--- src/rtl/reg_disp_pkg.sv ---
// reg_disp_pkg: shared constants for the register display scanner.
//   NUM_DIGITS  - hex digits per displayed register
//   SEG_BLANK   - active-low segment pattern with every segment off
//   AN_OFF      - active-low anode pattern with every digit off
//   HEX7_TABLE  - nibble -> active-low {g,f,e,d,c,b,a}
package reg_disp_pkg;

  localparam int NUM_DIGITS = 8;
  localparam logic [7:0] SEG_BLANK = 8'hFF;
  localparam logic [7:0] AN_OFF = 8'hFF;

  localparam logic [6:0] HEX7_TABLE [16] = '{
    7'h40, 7'h79, 7'h24, 7'h30, 7'h19, 7'h12, 7'h02, 7'h78,
    7'h00, 7'h10, 7'h08, 7'h03, 7'h46, 7'h21, 7'h06, 7'h0E
  };

endpackage

--- src/rtl/hex7seg.sv ---
// hex7seg: combinational hex nibble to 7-segment decoder.
//   nib_i [3:0] : hex digit value
//   seg_o [6:0] : active-low segments {g,f,e,d,c,b,a}
module hex7seg
  import reg_disp_pkg::*;
(
  input  logic [3:0] nib_i,
  output logic [6:0] seg_o
);

  assign seg_o = HEX7_TABLE[nib_i];

endmodule

--- src/rtl/reg_disp_scan.sv ---
// reg_disp_scan: scans the CPU register file through its debug port and shows
// the selected 32-bit register as 8 hex digits on a multiplexed common-anode
// 7-segment display.
//   clk      in   system clock (shared with the CPU)
//   rst      in   asynchronous active-high reset
//   pause    in   level, hold the current register
//   step     in   one-cycle pulse, advance to the next register
//   reg_sel  out  register index to the CPU debug port
//   reg_data in   register value for reg_sel (combinational from the CPU)
//   an       out  active-low digit enables, an[i] = digit i
//   seg      out  active-low segments {dp,g,f,e,d,c,b,a}
// Build option: define REG_DISP_LEADZ_EN for leading-zero blanking.
module reg_disp_scan
  import reg_disp_pkg::*;
#(
  parameter int CLK_DIV  = 50000,
  parameter int DWELL    = 100,
  parameter int NUM_REGS = 32
) (
  input  logic        clk,
  input  logic        rst,
  input  logic        pause,
  input  logic        step,
  output logic [4:0]  reg_sel,
  input  logic [31:0] reg_data,
  output logic [7:0]  an,
  output logic [7:0]  seg
);

  localparam int PW = $clog2(CLK_DIV);
  localparam int FW = (DWELL > 1) ? $clog2(DWELL) : 1;

  logic [PW-1:0] presc_q, presc_d;
  logic [2:0]    digit_q, digit_d;
  logic [FW-1:0] frame_q, frame_d;
  logic [4:0]    sel_q, sel_d;
  logic [31:0]   shadow_q, shadow_d;
  logic [7:0]    an_q, an_d;
  logic [7:0]    seg_q, seg_d;

  logic       tick;
  logic       frame_end;
  logic       adv;
  logic [3:0] nib;
  logic [6:0] hex_seg;
  logic       lz_blank;

  assign tick      = (presc_q == PW'(CLK_DIV - 1));
  assign frame_end = tick && (digit_q == 3'd7);
  // step always advances; a coincident auto-advance merges into the same +1
  assign adv       = step || (frame_end && !pause && (frame_q == FW'(DWELL - 1)));
  assign nib       = shadow_q[{digit_q, 2'b00} +: 4];

  hex7seg u_hex7seg (
    .nib_i (nib),
    .seg_o (hex_seg)
  );

`ifdef REG_DISP_LEADZ_EN
  // digit 0 is never blanked so a zero value still shows a single "0"
  assign lz_blank = (digit_q != 3'd0) && ((shadow_q >> {digit_q, 2'b00}) == 32'd0);
`else
  assign lz_blank = 1'b0;
`endif

  always_comb begin
    presc_d  = tick ? '0 : presc_q + 1'b1;
    digit_d  = tick ? digit_q + 3'd1 : digit_q;
    // reload only at the frame wrap so each frame shows one coherent value
    shadow_d = frame_end ? reg_data : shadow_q;
    sel_d    = sel_q;
    frame_d  = frame_q;
    an_d     = an_q;
    seg_d    = seg_q;

    if (adv) begin
      sel_d   = (sel_q == 5'(NUM_REGS - 1)) ? 5'd0 : sel_q + 5'd1;
      frame_d = '0;
    end else if (frame_end && !pause) begin
      frame_d = frame_q + 1'b1;
    end

    // outputs latch the digit being left on each tick; they stay at the
    // reset blank pattern until the first tick arrives
    if (tick) begin
      an_d  = ~(8'b1 << digit_q);
      seg_d = lz_blank ? SEG_BLANK : {1'b1, hex_seg};
    end
  end

  always_ff @(posedge clk or posedge rst) begin
    if (rst) begin
      presc_q  <= '0;
      digit_q  <= 3'd0;
      frame_q  <= '0;
      sel_q    <= 5'd0;
      shadow_q <= 32'd0;
      an_q     <= AN_OFF;
      seg_q    <= SEG_BLANK;
    end else begin
      presc_q  <= presc_d;
      digit_q  <= digit_d;
      frame_q  <= frame_d;
      sel_q    <= sel_d;
      shadow_q <= shadow_d;
      an_q     <= an_d;
      seg_q    <= seg_d;
    end
  end

  assign reg_sel = sel_q;
  assign an      = an_q;
  assign seg     = seg_q;

endmodule

--- config.mk ---
export PLATFORM = sky130hd
export DESIGN_NAME = reg_disp_scan
export DESIGN_NICKNAME = d
export VERILOG_FILES = /design/src/rtl/reg_disp_pkg.sv /design/src/rtl/hex7seg.sv /design/src/rtl/reg_disp_scan.sv
export SDC_FILE = /design/constraint.sdc
export NUM_CORES = 1
export LEC_CHECK = 0
export CORE_UTILIZATION = 55
export DETAILED_ROUTE_END_ITERATION = 12
export HOLD_SLACK_MARGIN = 0.06
export PLACE_DENSITY_LB_ADDON = 0.15
export SKIP_CTS_REPAIR_TIMING = 1
export SYNTH_ARGS = -nofsm -noshare
export SYNTH_HDL_FRONTEND = slang
export SYNTH_HIERARCHICAL = 1
export SYNTH_SLANG_ARGS = --single-unit
--- constraint.sdc ---
create_clock -name clk -period 6 [get_ports clk]
set_input_delay 1.2 -clock clk [delete_from_list [all_inputs] [get_ports clk]]
set_output_delay 1.2 -clock clk [all_outputs]
set_load 0.02 [all_outputs]
==> results.json, run 1 <==
{
  "status": "finished, final reports clean",
  "synth_edf_count": 0,
  "grt_antenna_before_repair": 0,
  "grt_pass1_vias": 2734,
  "crit_top_cell": "ha_1",
  "critPathBufInv": 0,
  "syn_inst": 388,
  "p_leak_nw": 2.020,
  "cts_max_path_buffers": 2,
  "remaining_drc_errors": 0,
  "arrival_ns": 3.23,
  "design_area_mm2": 0.004679,
  "synthMuxAreaShare_pct": 8.545,
  "cts_tree": "yes",
  "fin_nets": 492,
  "cts_sinks": 78,
  "yosys.area_share.xor_xnor_pct": 3.598,
  "period_share_pct": 49.90,
  "seqCellArea_mm2": 0.001971,
  "multi_input_area_mm2": 0.001800,
  "placed_area_mm2": 0.004508,
  "netlist_area_mm2": 0.003895,
  "powerDensity_mw_per_mm2": 218.6,
  "wl_per_cell_um": 13.20,
  "timing.max_slew.rel_slack_pct": 19.94,
  "htree_levels": 3,
  "critPathLaunchType": "flop",
  "gp_congestion": 0.7758,
  "max_cap_violations": 0,
  "rsz0062_at_grt": "false",
  "io_pins": 57,
  "path_max_fanout": 36,
  "grt_pass1_wl_um": 12480,
  "die_y_um": 86.16,
  "synth_top_family_by_area": "simple AND/OR/NAND/NOR gates",
  "die-area_mm2": 0.007423,
  "clock.fmax_mhz": 334.0,
  "end_kind": "flop",
  "final_antenna_net_count": 0,
  "hold_viol_final": 0,
  "p_total_w": 0.001023,
  "hpwl_um": 4973,
  "holdWs_ns": 0.4672,
  "setup_violations": 0,
  "fin_setup_tns_ns": 0,
  "drive_above_1_share_pct": 13.06,
  "clk_pin_slew_worst_paths_ns": 0.08,
  "root_buffer": "clkbuf_8",
  "area_delta_synth_final_pct": 20.14,
  "ys_warn_count": 6,
  "path_delay_family": "simple AND/OR/NAND/NOR gates",
  "numPortBuffers": 55,
  "cp.required_ns": 6.24,
  "drt_wl_total_um": 7129,
  "synth_seq_cells": 78,
  "seq_area_frac_synth_pct": 50.59,
  "setup.worst_path.class": "reg -> reg",
  "design.core.area_mm2": 0.006832,
  "async_reset_ff_share_pct": 100.0,
  "grt_usage_pct": 21.80,
  "fin_skew_ns": 0.01134,
  "synth_compound_area_share_pct": 5.365,
  "period_needed_ns": 2.994,
  "crit_chain": "ha_1 > ha_1 > nand4_1 > or4_1 > nor4b_4 > xnor2_1 > nor2_1",
  "fp-row-count": 30,
  "finish.utilization_pct": 68.50,
  "grt_overflow": 0,
  "synthSimpleGateAreaFrac_pct": 22.94,
  "critPathSlowestCell": "or4_1",
  "n_antenna_cell": 0,
  "grt_max_degree": 79,
  "slowest_delay_ns": 0.97,
  "vias": 2846,
  "ir_drop_uv": 221.4,
  "fillCellCount": 557,
  "die_w_um": 86.16,
  "yosys.area_share.adder_pct": 5.461,
  "worst_pin_slew_ns": 1.201,
  "clkLatencyLatePin_ns": 0.35,
  "viasPerCell": 5.270,
  "final-max-slew-violation-count": 0,
  "initial_core_util_pct": 57.01,
  "drtIter0Drc": 119,
  "avgSynthCellArea_um2": 10.04,
  "dr.pass1.iters": 4,
  "synth_nets": 441,
  "hold_path.class": "reg -> reg",
  "ys_types": 52,
  "synth_ff_type": "dfrtp_1",
  "numCtsBuffers": 9
}
-- where the power goes --
part	switching, W	internal [W]	leakage [nW]
combinational	0.0000510	0.0000618	1.09
sequential	0.0000179	0.000541	0.843
clock	0.000178	0.000173	0.0877
-- worst reg2reg max path, stage by stage (launching register included) --
cell,delay [ns]
dfrtp_1,0.71
ha_1,0.28
ha_1,0.14
nand4_1,0.15
or4_1,0.97
nor4b_4,0.44
xnor2_1,0.15
nor2_1,0.05
-- kinds of logic (layout without fill, tap and decap cells) --
logic type               Yosys count  after routing
AND/OR/NAND/NOR                  192            192
flip-flops                        78             78
AO/OA/AOI/OAI                     33             33
buffers and inverters             29             85
multiplexers                      22             22
adder cells (fa/ha/maj)           17             17
XOR/XNOR                          16             16
other                              1              1
-- area by class of cell --
cell class	instances	share of cell area, %
clock buffers	15	3.556
clock inverters	1	0.1070
multi-input cells	281	38.48
flip-flops and latches	78	42.11
well taps	96	2.567
repair buffers	58	12.25
inverters	11	0.9358
-- through the flow --
step                std cells  setup WS, ns
floorplan                 388         2.830
global placement          524         3.014
detailed placement        524         2.914
CTS                       540         2.933
global route              540         2.692
finish                    540         3.006
-- cells in the mapped netlist, types with 3 or more instances --
| cell | number | area share [%] |
|---|---|---|
| dfrtp_1 | 63 | 40 |
| nand4_1 | 5 | 0.80 |
| buf_1 | 4 | 0.39 |
| mux2i_1 | 4 | 1.0 |
| mux4_2 | 8 | 4.6 |
| inv_1 | 9 | 0.87 |
| ha_1 | 17 | 5.5 |
| dfstp_2 | 15 | 10 |
| xnor2_1 | 11 | 2.5 |
| mux2_2 | 10 | 2.9 |
| nand2_1 | 121 | 12 |
| nor2_1 | 25 | 2.4 |
| o21ai_0 | 7 | 0.90 |
| nor2b_1 | 4 | 0.64 |
| clkbuf_1 | 8 | 0.77 |
| xor2_1 | 5 | 1.1 |
| nor3_1 | 5 | 0.64 |
| buf_4 | 3 | 0.58 |
| a31oi_1 | 9 | 1.4 |
| a21oi_1 | 5 | 0.64 |
| nand3_1 | 11 | 1.4 |
-- cell usage in the layout, fill, tap and decap left out, types with 3 or more instances in the layout --
| cell type | Yosys | routed |
|---|---|---|
| nand2_1 | 121 | 121 |
| dfrtp_1 | 63 | 63 |
| clkdlybuf4s50_1 | 0 | 55 |
| nor2_1 | 25 | 25 |
| ha_1 | 17 | 17 |
| dfstp_2 | 15 | 15 |
| nand3_1 | 11 | 11 |
| xnor2_1 | 11 | 11 |
| clkbuf_8 | 0 | 11 |
| mux2_2 | 10 | 10 |
| a31oi_1 | 9 | 9 |
| inv_1 | 9 | 8 |
| mux4_2 | 8 | 8 |
| o21ai_0 | 7 | 7 |
| nand4_1 | 5 | 5 |
| xor2_1 | 5 | 5 |
| nor3_1 | 5 | 5 |
| a21oi_1 | 5 | 5 |
| mux2i_1 | 4 | 4 |
| nor2b_1 | 4 | 4 |
| clkbuf_1 | 8 | 4 |
| buf_4 | 3 | 3 |
-- registers in the layout, indices dropped and copies added, names as in the netlist --
name,flops
presc_q,16
reg_sel,5
frame_q,7
seg,7
digit_q,3
shadow_q,32
an,8
-- path summary, 6_finish.rpt --
| path | start | endpoint | slack, ns | cells past startpoint |
|---|---|---|---|---|
| max | digit_q[0] | frame_q[4] | 3.01 | 7 |
| min | shadow_q[21] | shadow_q[21] | 0.47 | 2 |
| max reg2reg | digit_q[0] | frame_q[4] | 3.01 | 7 |
| min reg2reg | shadow_q[21] | shadow_q[21] | 0.47 | 2 |
| max in group asynchronous | rst | shadow_q[31] | 3.95 | 3 |
| min in group asynchronous | rst | reg_sel[4] | 1.46 | 3 |
-- routing by layer --
layer | vias to the layer above | track usage (%) | part of all wire [%]
met4 | 0 | 9.394 | 1.8
met3 | 13 | 4.427 | 4.0
met5 | - | 0 | 0
li1 | 1402 | - | -
met2 | 67 | 33.69 | 47
met1 | 1364 | 30.08 | 48
No activity file was read; power rests on OpenSTA's default activity.
==> run 2, diff against run 1 <==
CORE_UTILIZATION = 49   (was 55)
clock period = 2.5 ns   (was 6 ns; I/O delays follow)
==> run 2 against run 1 <==
  * Highest routed layer unchanged
  * Sequential power is 140% higher
  * Largest cell class unchanged
  * Clock power rose to 3.0 times the previous value
  * Total power grew to 2.6 times the previous value
  * Sequential cell count unchanged
  * Register-to-register slack worse by 2.9 ns
  * Maximum frequency grew 27%
==> results.json, run 2 (same netlist as run 1, synthesis figures left out) <==
{
  "status": "finished, final reports clean",
  "die-area_mm2": 0.008309,
  "critPathLaunchType": "flop",
  "setup_violations": 0,
  "numPortBuffers": 55,
  "vias": 2866,
  "initial_core_util_pct": 50.67,
  "ir_drop_uv": 504.1,
  "clk_pin_slew_worst_paths_ns": 0.08,
  "worst_r2r_path_depth": 5,
  "grt_usage_pct": 20.54,
  "cp.required_ns": 2.74,
  "drtIter0Drc": 105,
  "grt-busiest-layer": "met2",
  "fillCellCount": 679,
  "drt_wl_total_um": 7535,
  "setup_ws_ns": 0.1454,
  "end_kind": "flop",
  "rsz0062_at_grt": "false",
  "p_clk_share_pct": 39.4,
  "wl_per_cell_um": 13.53,
  "powerDensity_mw_per_mm2": 551.5,
  "timing.max_slew.rel_slack_pct": 56.72,
  "hold_viol_final": 0,
  "gp_congestion": 0.8384,
  "switchingPower_w": 0.0006367,
  "fin_setup_tns_ns": 0,
  "remaining_drc_errors": 0,
  "p_leak_nw": 2.112,
  "final-max-slew-violation-count": 0,
  "grt_pass1_wl_um": 13480,
  "power_frac_comb_pct": 10.6,
  "root_buffer": "clkbuf_8",
  "hold_start": "shadow_q[5]",
  "area_delta_synth_final_pct": 24.70,
  "hpwl_um": 5354,
  "max_cap_violations": 0,
  "seqPwrFrac_pct": 50.0,
  "mostFrequentLayoutCells": "nand2_1 (121), dfrtp_1 (63), clkdlybuf4s50_1 (55)",
  "cts_max_path_buffers": 2,
  "placed_area_mm2": 0.004636,
  "arrival_ns": 2.60,
  "period_needed_ns": 2.355,
  "use_met2_pct": 33.08,
  "internal-power_w": 0.002042,
  "final_antenna_net_count": 0,
  "p_total_w": 0.002679,
  "top_register": "shadow_q",
  "die_w_um": 91.16,
  "startpoint": "presc_q[11]",
  "setup.worst_path.class": "reg -> reg",
  "final_common_cell": "nand2_1",
  "worst_pin_slew_ns": 0.6463,
  "largest_reg_flops": 32,
  "hold_path.class": "reg -> reg",
  "io_pins": 57,
  "clkLatencyLatePin_ns": 0.35,
  "viasPerCell": 5.145,
  "fin_nets": 503,
  "grt_antenna_before_repair": 0,
  "cts_tree": "yes",
  "die_y_um": 91.16,
  "reg2reg_from": "presc_q[11]",
  "use_met1_pct": 27.82,
  "n_antenna_cell": 0,
  "grt_pass1_vias": 2903,
  "grt_max_degree": 33,
  "dp_slack_ns": 0.1716,
  "path_max_fanout": 5,
  "clock.fmax_mhz": 424.7,
  "power_switching_share_pct": 23.77,
  "design.core.area_mm2": 0.007687,
  "drive_above_1_share_pct": 16.04,
  "htree_levels": 3,
  "r2r_slack_ns": 0.15,
  "numCtsBuffers": 9,
  "fp-row-count": 32,
  "whs_path_depth": 2,
  "dr.pass1.iters": 4,
  "cts_sinks": 78,
  "met3_usage_pct": 3.601,
  "grt_overflow": 0,
  "min_to": "shadow_q[5]",
  "fin_skew_ns": 0.01148,
  "design_area_mm2": 0.004857,
  "period_share_pct": 94.18,
  "r2r_end": "frame_q[3]"
}
-- run 2: critical path, stage by stage, from the launching register on --
cell     delay (ns)
dfrtp_1        0.44
or4b_4         0.61
or4_1          0.67
nor3_1         0.31
xnor2_1        0.16
nor2_1         0.05
-- run 2: metal layers --
metal | vias up | share of wire, % | wire, um
met5 | - | 0 | 0
met4 | 0 | 1.6 | 124
met3 | 11 | 3.2 | 238
met2 | 47 | 46 | 3466
met1 | 1385 | 49 | 3705
li1 | 1423 | - | -
-- run 2: worst max path at each step --
| stage | to | cells past startpoint | slack [ns] |
|---|---|---|---|
| detailed placement | frame_q[3] | 5 | 0.17 |
| global placement | frame_q[3] | 5 | 0.20 |
| CTS | frame_q[4] | 5 | 0.15 |
| floorplan | seg[3] | 9 | 0.002 |
| finish | frame_q[3] | 5 | 0.15 |
| global route | frame_q[4] | 5 | 0.02 |
-- run 2: area by class of cell --
class | instances | area, um^2 | area share [%]
inverter | 11 | 43.79 | 0.9016
clock buffer | 10 | 137.6 | 2.834
clock inverter | 6 | 83.83 | 1.726
tap | 102 | 127.6 | 2.628
timing repair buffer | 69 | 693.2 | 14.27
multi-input combinational | 281 | 1800 | 37.07
sequential | 78 | 1971 | 40.57
-- run 2: power groups by stage --
stage	combinational [W]	clock, W	sequential, W
global route	0.000313	0.00113	0.00135
detailed placement	0.000287	0	0.00136
finish	0.000283	0.00105	0.00134
floorplan	0.0000860	0	0.00140
global placement	0.000280	0	0.00136
CTS	0.000289	0.00108	0.00134
-- run 2: stage by stage --
stage,utilization (%),std cells,hold slack [ns]
2_1_floorplan,-,388,0.4334
3_3_place_gp,60.30,541,0.4444
3_5_place_dp,60.30,541,0.4535
4_1_cts,63.18,557,0.4716
5_1_grt,63.18,557,0.4925
6_report,63.18,557,0.4670
